**src/rtl/scramble_controller.sv**
```systemverilog
// scramble_controller: filters 4-bit random codes into a NUM_MOVES-move cube scramble.
// Latency: rnd accepted at edge j is offered after edge j; minimum move period GAP_CYCLES+2.
// Backpressure: move_code/move_valid held until move_ready; no sampling while a move waits.
module scramble_controller #(
  parameter int NUM_MOVES  = 20,
  parameter int GAP_CYCLES = 4
) (
  input  logic       clk,
  input  logic       rst_n,
  input  logic       start,
  input  logic       abort,
  input  logic [3:0] rnd,
  input  logic       move_ready,
  output logic       move_valid,
  output logic [3:0] move_code,
  output logic       busy,
  output logic       done,
  output logic [7:0] moves_issued
);

  localparam logic [7:0] NUM_M = 8'(NUM_MOVES);
  localparam logic [7:0] GAP_N = 8'(GAP_CYCLES);

  typedef enum logic [1:0] {IDLE, SAMPLE, ISSUE, GAP} state_t;

  state_t     state;
  logic [3:0] prev_code;
  logic       prev_valid;
  logic [7:0] gap_cnt;
  logic       rnd_ok;
  logic [7:0] cnt_inc;

  assign cnt_inc = moves_issued + 8'd1;

  // A code is usable if it names one of 6 faces and does not undo the last delivered move
  always_comb begin
    rnd_ok = (rnd < 4'd12) && !(prev_valid && (rnd == (prev_code ^ 4'd1)));
  end

  // Scramble sequencer: state, offered move, move history, gap timer and counters
  always_ff @(posedge clk or negedge rst_n) begin
    if (!rst_n) begin
      state        <= IDLE;
      move_valid   <= 1'b0;
      move_code    <= 4'd0;
      busy         <= 1'b0;
      done         <= 1'b0;
      moves_issued <= 8'd0;
      prev_code    <= 4'd0;
      prev_valid   <= 1'b0;
      gap_cnt      <= 8'd0;
    end else begin
      done <= 1'b0;
      case (state)
        IDLE: begin
          if (start && !abort) begin
            state        <= SAMPLE;
            busy         <= 1'b1;
            moves_issued <= 8'd0;
            prev_valid   <= 1'b0;
          end
        end
        SAMPLE: begin
          if (abort) begin
            state <= IDLE;
            busy  <= 1'b0;
          end else if (rnd_ok) begin
            move_code  <= rnd;
            move_valid <= 1'b1;
            state      <= ISSUE;
          end
        end
        ISSUE: begin
          // move_valid is always high here, so move_ready alone completes the handshake
          if (move_ready) begin
            move_valid   <= 1'b0;
            prev_code    <= move_code;
            prev_valid   <= 1'b1;
            moves_issued <= cnt_inc;
            if (abort) begin
              // delivered move still counts, but an aborted scramble never reports done
              state <= IDLE;
              busy  <= 1'b0;
            end else if (cnt_inc == NUM_M) begin
              done  <= 1'b1;
              state <= IDLE;
              busy  <= 1'b0;
            end else if (GAP_N == 8'd0) begin
              state <= SAMPLE;
            end else begin
              gap_cnt <= GAP_N;
              state   <= GAP;
            end
          end else if (abort) begin
            move_valid <= 1'b0;
            state      <= IDLE;
            busy       <= 1'b0;
          end
        end
        GAP: begin
          if (abort) begin
            state <= IDLE;
            busy  <= 1'b0;
          end else if (gap_cnt <= 8'd1) begin
            state <= SAMPLE;
          end else begin
            gap_cnt <= gap_cnt - 8'd1;
          end
        end
        default: begin
          state <= IDLE;
          busy  <= 1'b0;
        end
      endcase
    end
  end

endmodule
```
**config.mk**
```make
export PLATFORM = sky130hd
export DESIGN_NAME = scramble_controller
export DESIGN_NICKNAME = d
export VERILOG_FILES = /design/src/rtl/scramble_controller.sv
export SDC_FILE = /design/constraint.sdc
export NUM_CORES = 1
export LEC_CHECK = 0
export CAP_MARGIN = 5
export CORE_MARGIN = 1
export CORE_UTILIZATION = 54
export CTS_CLUSTER_DIAMETER = 50
export DETAILED_ROUTE_END_ITERATION = 12
export PLACE_DENSITY = 0.79
export SLEW_MARGIN = 20
export SYNTH_ARGS = -nofsm -noshare
export SYNTH_HDL_FRONTEND = slang
export SYNTH_SLANG_ARGS = --single-unit
```
**constraint.sdc**
```tcl
create_clock -name clk -period 2.8 [get_ports clk]
set_clock_uncertainty 0.1 [all_clocks]
set_input_delay 0.42 -clock clk [delete_from_list [all_inputs] [get_ports clk]]
set_output_delay 0.42 -clock clk [all_outputs]
set_load 0.05 [all_outputs]
```
==> results of run 1 <==
## per-layer routing
| layer | GRT usage [%] | part of all wire, % | vias up |
|---|---|---|---|
| li1 | - | - | 761 |
| met1 | 32.4 | 45 | 740 |
| met2 | 43.3 | 50 | 40 |
| met3 | 6.15 | 4.2 | 5 |
| met4 | 11.6 | 1.2 | 0 |
| met5 | 0 | 0 | - |
## layout by cell type, fill, tap and decap left out, drive strengths merged, types with 2 or more instances in the layout
| master | Yosys | layout |
|---|---|---|
| clkbuf | 5 | 6 |
| or2 | 4 | 4 |
| a31o | 4 | 4 |
| buf | 1 | 3 |
| nand2 | 31 | 31 |
| o22ai | 3 | 3 |
| nand4 | 3 | 3 |
| nand2b | 2 | 2 |
| nor4 | 3 | 3 |
| a211oi | 3 | 3 |
| mux2 | 4 | 4 |
| xnor2 | 2 | 2 |
| a21oi | 7 | 7 |
| o21ai | 18 | 18 |
| a31oi | 2 | 2 |
| clkdlybuf4s50 | 0 | 23 |
| dfrtp | 30 | 30 |
| or3 | 7 | 7 |
| nor3 | 8 | 8 |
| o31ai | 4 | 4 |
| nor2 | 19 | 19 |
| nor2b | 2 | 2 |
| nand3 | 5 | 5 |
| xor2 | 2 | 2 |
| o41ai | 3 | 3 |
| inv | 7 | 7 |
| ha | 4 | 4 |
## cells by family (layout without fill, tap and decap cells)
group	count (synthesis)	count (layout)	synth area share [%]
AOI/OAI and AO/OA	52	52	20.5
and+or+nand+nor	87	87	24.9
muxes	5	5	3.17
buffers and inverters	13	41	3.25
adders and majority gates	4	4	2.89
DFF	30	30	43.3
xor gates and xnor gates	4	4	2.02
## per-stage QoR
stage          hold WS (ns)  instance area, um2
2_1_floorplan        0.0244                1730
3_3_place_gp          0.383                2010
3_5_place_dp          0.386                2010
4_1_cts               0.369                2080
5_1_grt               0.406                2080
6_report              0.363                2080
## layout make-up
| cell class | count | share of cell area, % |
|---|---|---|
| sequential | 30 | 36.2 |
| clock inverter | 2 | 0.603 |
| timing repair buffer | 26 | 12.2 |
| tap | 44 | 2.65 |
| multi-input combinational | 152 | 44.7 |
| clock buffer | 6 | 2.47 |
| inverter | 7 | 1.27 |
## power groups by stage
stage / registers [mW] / clock network, mW / logic [mW]
3_5_place_dp: 0.743 / 0 / 0.691
3_3_place_gp: 0.732 / 0 / 0.673
5_1_grt: 0.760 / 0.296 / 0.755
2_1_floorplan: 0.894 / 0 / 0.307
4_1_cts: 0.734 / 0.286 / 0.694
6_report: 0.736 / 0.281 / 0.691
## worst min-delay path by stage
stage / start / endpoint / slack [ns] / depth (start not counted)
global placement: move_code[0] / prev_code[0] / 0.38 / 2
CTS: rst_n / gap_cnt[2] / 0.37 / 2
floorplan: rst_n / busy / 0.02 / 0
finish: rst_n / state[1] / 0.36 / 2
detailed placement: move_code[1] / prev_code[1] / 0.39 / 2
global route: rst_n / gap_cnt[7] / 0.41 / 2
## sequential cells by signal, indices dropped and copies added, names as in the netlist
| register | count |
|---|---|
| done | 1 |
| move_code | 4 |
| busy | 1 |
| move_valid | 1 |
| state | 2 |
| prev_code | 4 |
| prev_valid | 1 |
| moves_issued | 8 |
| gap_cnt | 8 |
## cell usage after synthesis (3+ instances only)
cell / n / area (um2)
o31ai_1: 4 / 30.0
o21ai_1: 4 / 20.0
mux2_2: 4 / 45.0
a211oi_1: 3 / 22.5
a31o_1: 3 / 26.3
a21oi_1: 7 / 35.0
nor3_1: 8 / 40.0
ha_1: 4 / 50.1
dfrtp_1: 30 / 751
o21ai_0: 13 / 65.1
nand2_1: 31 / 116
or3_1: 7 / 43.8
nand3_1: 4 / 20.0
clkbuf_1: 5 / 18.8
o22ai_1: 3 / 18.8
inv_1: 7 / 26.3
nor2_1: 19 / 71.3
nand4_1: 3 / 18.8
or2_2: 3 / 18.8
==> metrics.yaml, run 1 <==
die:
  fp.dieW_um: 58.7
  die_area_um2: 3440
  core_um2: 3050
  ios: 24
  initial_utilization_pct: 56.8
  die_h_um: 58.7
  rows: 20
power_and_ir_drop:
  ir_drop_v: 0.000542
  cellPowerDensity_nw_per_um2: 823
  total_power_mw: 1.71
  p_leak_nw: 0.866
  p_int_mw: 0.959
  seq_power_share_pct: 43.1
  combPwrFrac_pct: 40.5
  pwr-share-clk_pct: 16.4
  switching_share_pct: 43.9
  p_sw_mw: 0.749
synthesis:
  syn_inst: 195
  synth_nets: 208
  synth_edf_count: 0
  ys.flop_type: "dfrtp_1"
  ys_seq_area_share_pct: 43.3
  yosysUniqueCellTypes: 46
  syn_area_um2: 1730
  ys_seq_elements: 30
  synth_warnings: 0
  ys_async_sr_fraction_pct: 100
  synth.avg_cell_area_um2: 8.89
place:
  gp_congestion: 0.840
  place_hpwl_mm: 2.79
  port_buffers: 23
  pre_cts_ws_ns: 0.349
  dp.cells: 259
min_path:
  hold_class: "primary input to async pin"
layout:
  post_layout_nonfiller_instances: 267
  syn2layout_area_growth_pct: 19.7
  final_util_pct: 68.0
  multi_input_area_um2: 927
  fin_nets: 235
  seqCellArea_um2: 751
  layout-drive-gt1-share_pct: 10.8
  n_fill_cell: 246
  diodes: 0
setup_path:
  reg2reg_to: "state[1]"
  cp.depth: 1
  rr_startpoint: "moves_issued[0]"
  worstPathRequired_ns: 2.28
  cpMaxStageDelayCell: "clkdlybuf4s50_1"
  crit_buf_inv: 1
  crit_type: "flip-flop to output port"
  critPathLaunchType: "flip-flop"
  cp.arrival_ns: 1.68
  cp-end-kind: "output port"
  reg2reg_depth: 6
  slowest_delay_ns: 0.86
  cp-startpoint: "moves_issued[3]"
  critPathTopFamily: "buffers and inverters"
  ff2ff_setup_slack_ns: 0.64
  critPathMaxFanout: 8
  crit_end: "moves_issued[3]"
  crit_path_cell_trace: "clkdlybuf4s50_1"
clock_network:
  path_clk_slew_ns: 0.10
  clockBufferDepth: 2
  cts_sinks: 30
  postCtsSetupRepairBufs: 0
  cts_buffers: 5
  cts_tree: "done"
  cts_hold_buf: 0
  cts_resized: 0
  root_buffer: "clkbuf_4"
  clkLatencyLatePin_ns: 0.34
  htreeDepth: 2
route:
  drt-wirelength-per-cell_um: 14.5
  post-route-drc-count: 0
  drtAntennaViolNets: 0
  drt-initial-drc-count: 87
  routed_via_density: 5.79
  drt-total-wl_mm: 3.88
  first_pass_iters: 4
  dr_total_vias: 1546
timing:
  hold_viol_final: 0
  tns_ns: 0
  fin_ws_ns: 0.597
  rsz0062_at_grt: "no"
  max_slew_margin_pct: 61.8
  setup_viol: 0
  drv_slew: 0
  tightest_slew_ns: 0.569
  fin_crit_ns: 2.20
  max_clock_freq_mhz: 454
  finalCritPeriodShare_pct: 78.7
grt:
  antenna_found_initial: 0
  overflow: 0
  grt_max_degree: 31
  grt_pass1_wl_mm: 6.71
  grt_use_total_pct: 26.1
  grt_pass1_vias: 1522
job:
  maxCapViolations: 0
outcome:
  status: "completed"
(Power assumes the default switching activity.)
==> run 2, diff against run 1 <==
clock period = 2.1 ns   (was 2.8 ns; I/O delays follow)
==> run 2 against run 1 <==
  * Sequential share of layout area decreased by 1.5 points
  * Combinational power increased by 45%
  * Core utilization increased by 3.3 points
  * Clock power increased by 32%
  * Hold slack got worse by 0.11 ns
  * Total power increased by 37%
  * Critical endpoint is now gap_cnt[6]
  * Largest cell class unchanged
==> metrics.yaml, run 2 (same netlist as run 1, synthesis figures left out) <==
die:
  initial_utilization_pct: 56.8  # unchanged
  ios: 24  # unchanged
  die_area_um2: 3440  # unchanged
  core_um2: 3050  # unchanged
  fp.dieW_um: 58.7  # unchanged
  die_h_um: 58.7  # unchanged
  rows: 20  # unchanged
layout:
  layout-drive-gt1-share_pct: 17.5  # +6.8 points
  top_regs: "gap_cnt: 8 flops, moves_issued: 8 flops"
  layout_commonest_cell: "nand2_1"
  diodes: 0  # unchanged
  final_cell_mix: "nand2_1, dfrtp_1, clkdlybuf4s50_1"
  syn2layout_area_growth_pct: 25.5
  fin_nets: 246  # +4.7%
place:
  gp_congestion: 0.870  # +3.6%
  port_buffers: 23  # unchanged
  place_hpwl_mm: 2.98  # +6.8%
timing:
  whs_ns: 0.250  # -0.113 ns
  hold_viol_final: 0  # unchanged
  tightest_slew_ns: 0.628  # +0.0594 ns
  setup_viol: 0  # unchanged
  max_clock_freq_mhz: 494
  tns_ns: 0  # unchanged
  max_slew_margin_pct: 57.8  # -4.0 points
  finalCritPeriodShare_pct: 96.5
  rsz0062_at_grt: "yes"
  fin_crit_ns: 2.03
  drv_slew: 0  # unchanged
route:
  routed_via_density: 5.82  # +0.52%
  drt-initial-drc-count: 124  # +43%
  drt-total-wl_mm: 4.24  # +9.3%
  drt-wirelength-per-cell_um: 15.3  # +5.0%
  drtAntennaViolNets: 0  # unchanged
  first_pass_iters: 4  # unchanged
  dr_total_vias: 1618  # +4.7%
  post-route-drc-count: 0  # unchanged
outcome:
  status: "completed"
clock_network:
  cts_sinks: 30  # unchanged
  path_clk_slew_ns: 0.10  # about the same
  cts_hold_buf: 0  # unchanged
  clockBufferDepth: 2  # unchanged
  htreeDepth: 2  # unchanged
  root_buffer: "clkbuf_4"
  clkLatencyLatePin_ns: 0.34  # about the same
  cts_buffers: 5  # unchanged
  cts_tree: "done"
setup_path:
  critPathLaunchType: "flip-flop"
  reg2reg_depth: 7  # +1
  crit_type: "flip-flop to flip-flop"
  cp-end-kind: "flip-flop"
  reg2reg_to: "gap_cnt[6]"
  cp.arrival_ns: 2.16  # +0.48 ns
  worstPathRequired_ns: 2.24  # -0.04 ns
  critPathMaxFanout: 4  # -4
  ff2ff_setup_slack_ns: 0.07  # -0.57 ns
  rr_startpoint: "gap_cnt[0]"
power_and_ir_drop:
  cellPowerDensity_nw_per_um2: 1080  # +31%
  p_leak_nw: 0.948  # +9.4%
  ir_drop_v: 0.000835  # +54%
grt:
  grt_pass1_wl_mm: 6.70  # -0.10%
  grt_pass1_vias: 1510  # -0.79%
  grt_max_degree: 31  # unchanged
  antenna_found_initial: 0  # unchanged
  overflow: 0  # unchanged
  grt_use_total_pct: 26.8  # +0.73 points
min_path:
  hold_class: "primary input to async pin"
job:
  maxCapViolations: 0  # unchanged
run 2: changes by cell type in the layout (fill, tap and decap cells not counted), sizes merged:
cell	delta
clkdlybuf4s50	-2
clkinvlp	-1
dlymetal6s2s	+2
buf	+10
clkbuf	+1
o21ai	+1
run 2: worst max-delay path by stage:
stage	startpoint	to	slack [ns]	cells after the start
2_1_floorplan	moves_issued[1]	state[1]	0.008	6
3_3_place_gp	rnd[0]	move_code[1]	-0.15	6
3_5_place_dp	rnd[0]	move_code[2]	-0.20	6
4_1_cts	moves_issued[3]	moves_issued[3]	0.002	1
5_1_grt	moves_issued[0]	state[1]	-0.003	6
6_report	gap_cnt[0]	gap_cnt[6]	0.07	7
run 2: layout make-up:
type,instances,area (um2)
Sequential cell,30,754
Tap cell,44,55.1
Clock inverter,1,5.00
Inverter,7,26.3
Clock buffer,7,55.1
Multi-Input combinational cell,153,948
Fill cell,239,876
Timing Repair Buffer,36,333
run 2: report_power, final:
part | internal (mW) | leakage (nW) | switching, mW
combinational | 0.399 | 0.538 | 0.604
clock | 0.162 | 0.0353 | 0.209
sequential | 0.764 | 0.374 | 0.204
total | 1.33 | 0.948 | 1.02
run 2: routing by layer:
| metal | up-vias | share of wire [%] | track usage (%) |
|---|---|---|---|
| met3 | 6 | 5.1 | 7.03 |
| li1 | 780 | - | - |
| met4 | 0 | 1.6 | 13.6 |
| met1 | 779 | 42 | 31.2 |
| met2 | 53 | 51 | 45.6 |
| met5 | - | 0 | 0 |
run 2: repair_timing:
| item | in CTS | in global routing |
|---|---|---|
| setup endpoints to repair | 0 | 7 |
| buffers inserted | 0 | 0 |
| hold endpoints to repair | 0 | 0 |
| gates resized for setup | 0 | 5 |
run 2: metrics by stage:
stage | instances | utilization (%) | power [mW] | area, um2 | worst slack, ns
6_report | 278 | 71.3 | 2.34 | 2180 | 0.0744
5_1_grt | 278 | 71.3 | 2.47 | 2180 | -0.00257
4_1_cts | 277 | 70.5 | 2.34 | 2150 | 0.00154
3_5_place_dp | 269 | 68.6 | 1.96 | 2090 | -0.202
3_3_place_gp | 269 | 68.6 | 1.91 | 2090 | -0.146
2_1_floorplan | 195 | - | 1.61 | 1740 | 0.00782
run 2: critical path, cell delays in order, from the launching register on:
cell and delay (ns):
dfrtp_1 0.43, inv_1 0.10, ha_2 0.21, or3b_4 0.40
or3_1 0.31, nand4_1 0.09, o21ai_0 0.10, a31o_1 0.19
==> run 3, diff against run 2 <==
CORE_ASPECT_RATIO = 0.6   (was not set)
CORE_UTILIZATION = 58   (was 54)
PLACE_DENSITY = 0.84   (was 0.79)
clock period = 2.6 ns   (was 2.1 ns; I/O delays follow)
==> run 3 against run 2 <==
  * Die area down 6.5%
  * First-iteration DRC count up 85%
  * Critical path depth is 1 lower
  * Flip-flop and latch count did not move
==> metrics.yaml, run 3 (same netlist as run 1, synthesis figures left out) <==
setup_path:
  crit_type: "flip-flop to flip-flop"
  cp.arrival_ns: 2.29  # +0.13 ns
  slowest_delay_ns: 0.45  # +0.02 ns
  cp-end-kind: "flip-flop"
  reg2reg_depth: 6  # -1
  cp.depth: 6  # -1
  critPathMaxFanout: 7  # +3
  crit_buf_inv: 0  # -1
  cpMaxStageDelayCell: "dfrtp_1"
  critPathLaunchType: "flip-flop"
  cp-startpoint: "moves_issued[0]"
  crit_path_cell_trace: "ha_1, xor2_1, nand3_1, nor4_4, a21oi_1, or3_1"
  worstPathRequired_ns: 2.66  # +0.42 ns
  critPathTopFamily: "simple AND/OR/NAND/NOR gates"
  rr_startpoint: "moves_issued[0]"
route:
  first_pass_iters: 5  # +1
  drt-total-wl_mm: 4.42  # +4.2%
  post-route-drc-count: 0  # unchanged
  drt-wirelength-per-cell_um: 16.9  # +11%
  dr_total_vias: 1628  # +0.62%
  drtAntennaViolNets: 0  # unchanged
  drt-initial-drc-count: 229  # +85%
  routed_via_density: 6.21  # +6.8%
clock_network:
  cts_buffers: 5  # unchanged
  clkLatencyLatePin_ns: 0.28  # -0.06 ns
  postCtsSetupRepairBufs: 0  # unchanged
  clockBufferDepth: 2  # unchanged
  root_buffer: "clkbuf_8"
  cts_tree: "done"
  cts_hold_buf: 0  # unchanged
  cts_sinks: 30  # unchanged
  htreeDepth: 2  # unchanged
  cts_resized: 0  # unchanged
  path_clk_slew_ns: 0.06  # -0.04 ns
die:
  rows: 14  # -30%
  initial_utilization_pct: 65.1  # +8.3 points
  die_h_um: 44.4  # -24%
  die_area_um2: 3220  # -6.5%
  ios: 24  # unchanged
  fp.dieW_um: 72.6  # +24%
  core_um2: 2660  # -13%
layout:
  syn2layout_area_growth_pct: 20.1
  layout-drive-gt1-share_pct: 9.46  # -8.1 points
  diodes: 0  # unchanged
  final_cell_mix: "nand2_1, dfrtp_1, clkdlybuf4s50_1"
  layout_commonest_cell: "nand2_1"
  fin_nets: 235  # -4.5%
  top_regs: "gap_cnt: 8 flops, moves_issued: 8 flops"
timing:
  fin_crit_ns: 2.23  # +0.201 ns
  max_clock_freq_mhz: 449  # -9.0%
  whs_ns: 0.388  # +0.138 ns
  rsz0062_at_grt: "no"
  hold_viol_final: 0  # unchanged
  tightest_slew_ns: 0.617  # -0.0108 ns
  max_slew_margin_pct: 58.6  # +0.72 points
  setup_viol: 0  # unchanged
  drv_slew: 0  # unchanged
  finalCritPeriodShare_pct: 85.7  # -11 points
  tns_ns: 0  # unchanged
grt:
  grt_pass1_vias: 1537  # +1.8%
  overflow: 0  # unchanged
  grt_use_total_pct: 32.2  # +5.4 points
  grt_pass1_wl_mm: 7.46  # +11%
  antenna_found_initial: 0  # unchanged
  grt_max_degree: 31  # unchanged
power_and_ir_drop:
  p_leak_nw: 0.870  # -8.2%
  cellPowerDensity_nw_per_um2: 925  # -14%
  ir_drop_v: 0.000775  # -7.2%
  total_power_mw: 1.93  # -18%
min_path:
  hold_class: "primary input to async pin"
job:
  maxCapViolations: 0  # unchanged
place:
  place_hpwl_mm: 3.09  # +3.8%
  port_buffers: 23  # unchanged
  gp_congestion: 0.862  # -0.89%
outcome:
  status: "completed"
-- run 3: cell count changes in the layout (fill, tap and decap cells not counted), sizes merged --
cell | previous run | this run
buf | 13 | 3
clkdlybuf4s50 | 21 | 23
dlymetal6s2s | 2 | 0
clkinv | 1 | 0
o21ai | 19 | 18
-- run 3: path summary, 6_finish.rpt --
path	endpoint	slack [ns]
min	prev_code[1]	0.39
max reg2reg	state[1]	0.37
max	state[1]	0.37
min reg2reg	prev_code[1]	0.39
max in group asynchronous	gap_cnt[1]	1.73
min in group clk	prev_code[1]	0.39
-- run 3: layout make-up --
type / instances / area [um2]
clock buffer: 7 / 76.3
fill: 184 / 579
inverter: 7 / 26.3
multi-input combinational: 152 / 927
sequential: 30 / 751
tap: 40 / 50.0
timing repair buffer: 26 / 253
-- run 3: power breakdown --
group	total (mW)	switching (mW)	internal (mW)
registers	0.807	0.191	0.616
logic	0.774	0.481	0.292
clock network	0.347	0.164	0.184
-- run 3: layer usage --
layer  global-route usage (%)  wire length (um)
met5                        0                 0
met3                     7.52               332
met4                     13.7                84
met1                     44.9              2020
met2                     48.8              1980
-- run 3: through the flow --
stage                     instance area, um2  setup WS, ns  instances  util [%]
after floorplan                         1730         0.267        195         -
after global placement                  2010         0.273        255      75.4
after detailed placement                2010         0.181        255      75.4
after CTS                               2080         0.400        262      78.2
after global routing                    2080         0.307        262      78.2
final                                   2080         0.373        262      78.2
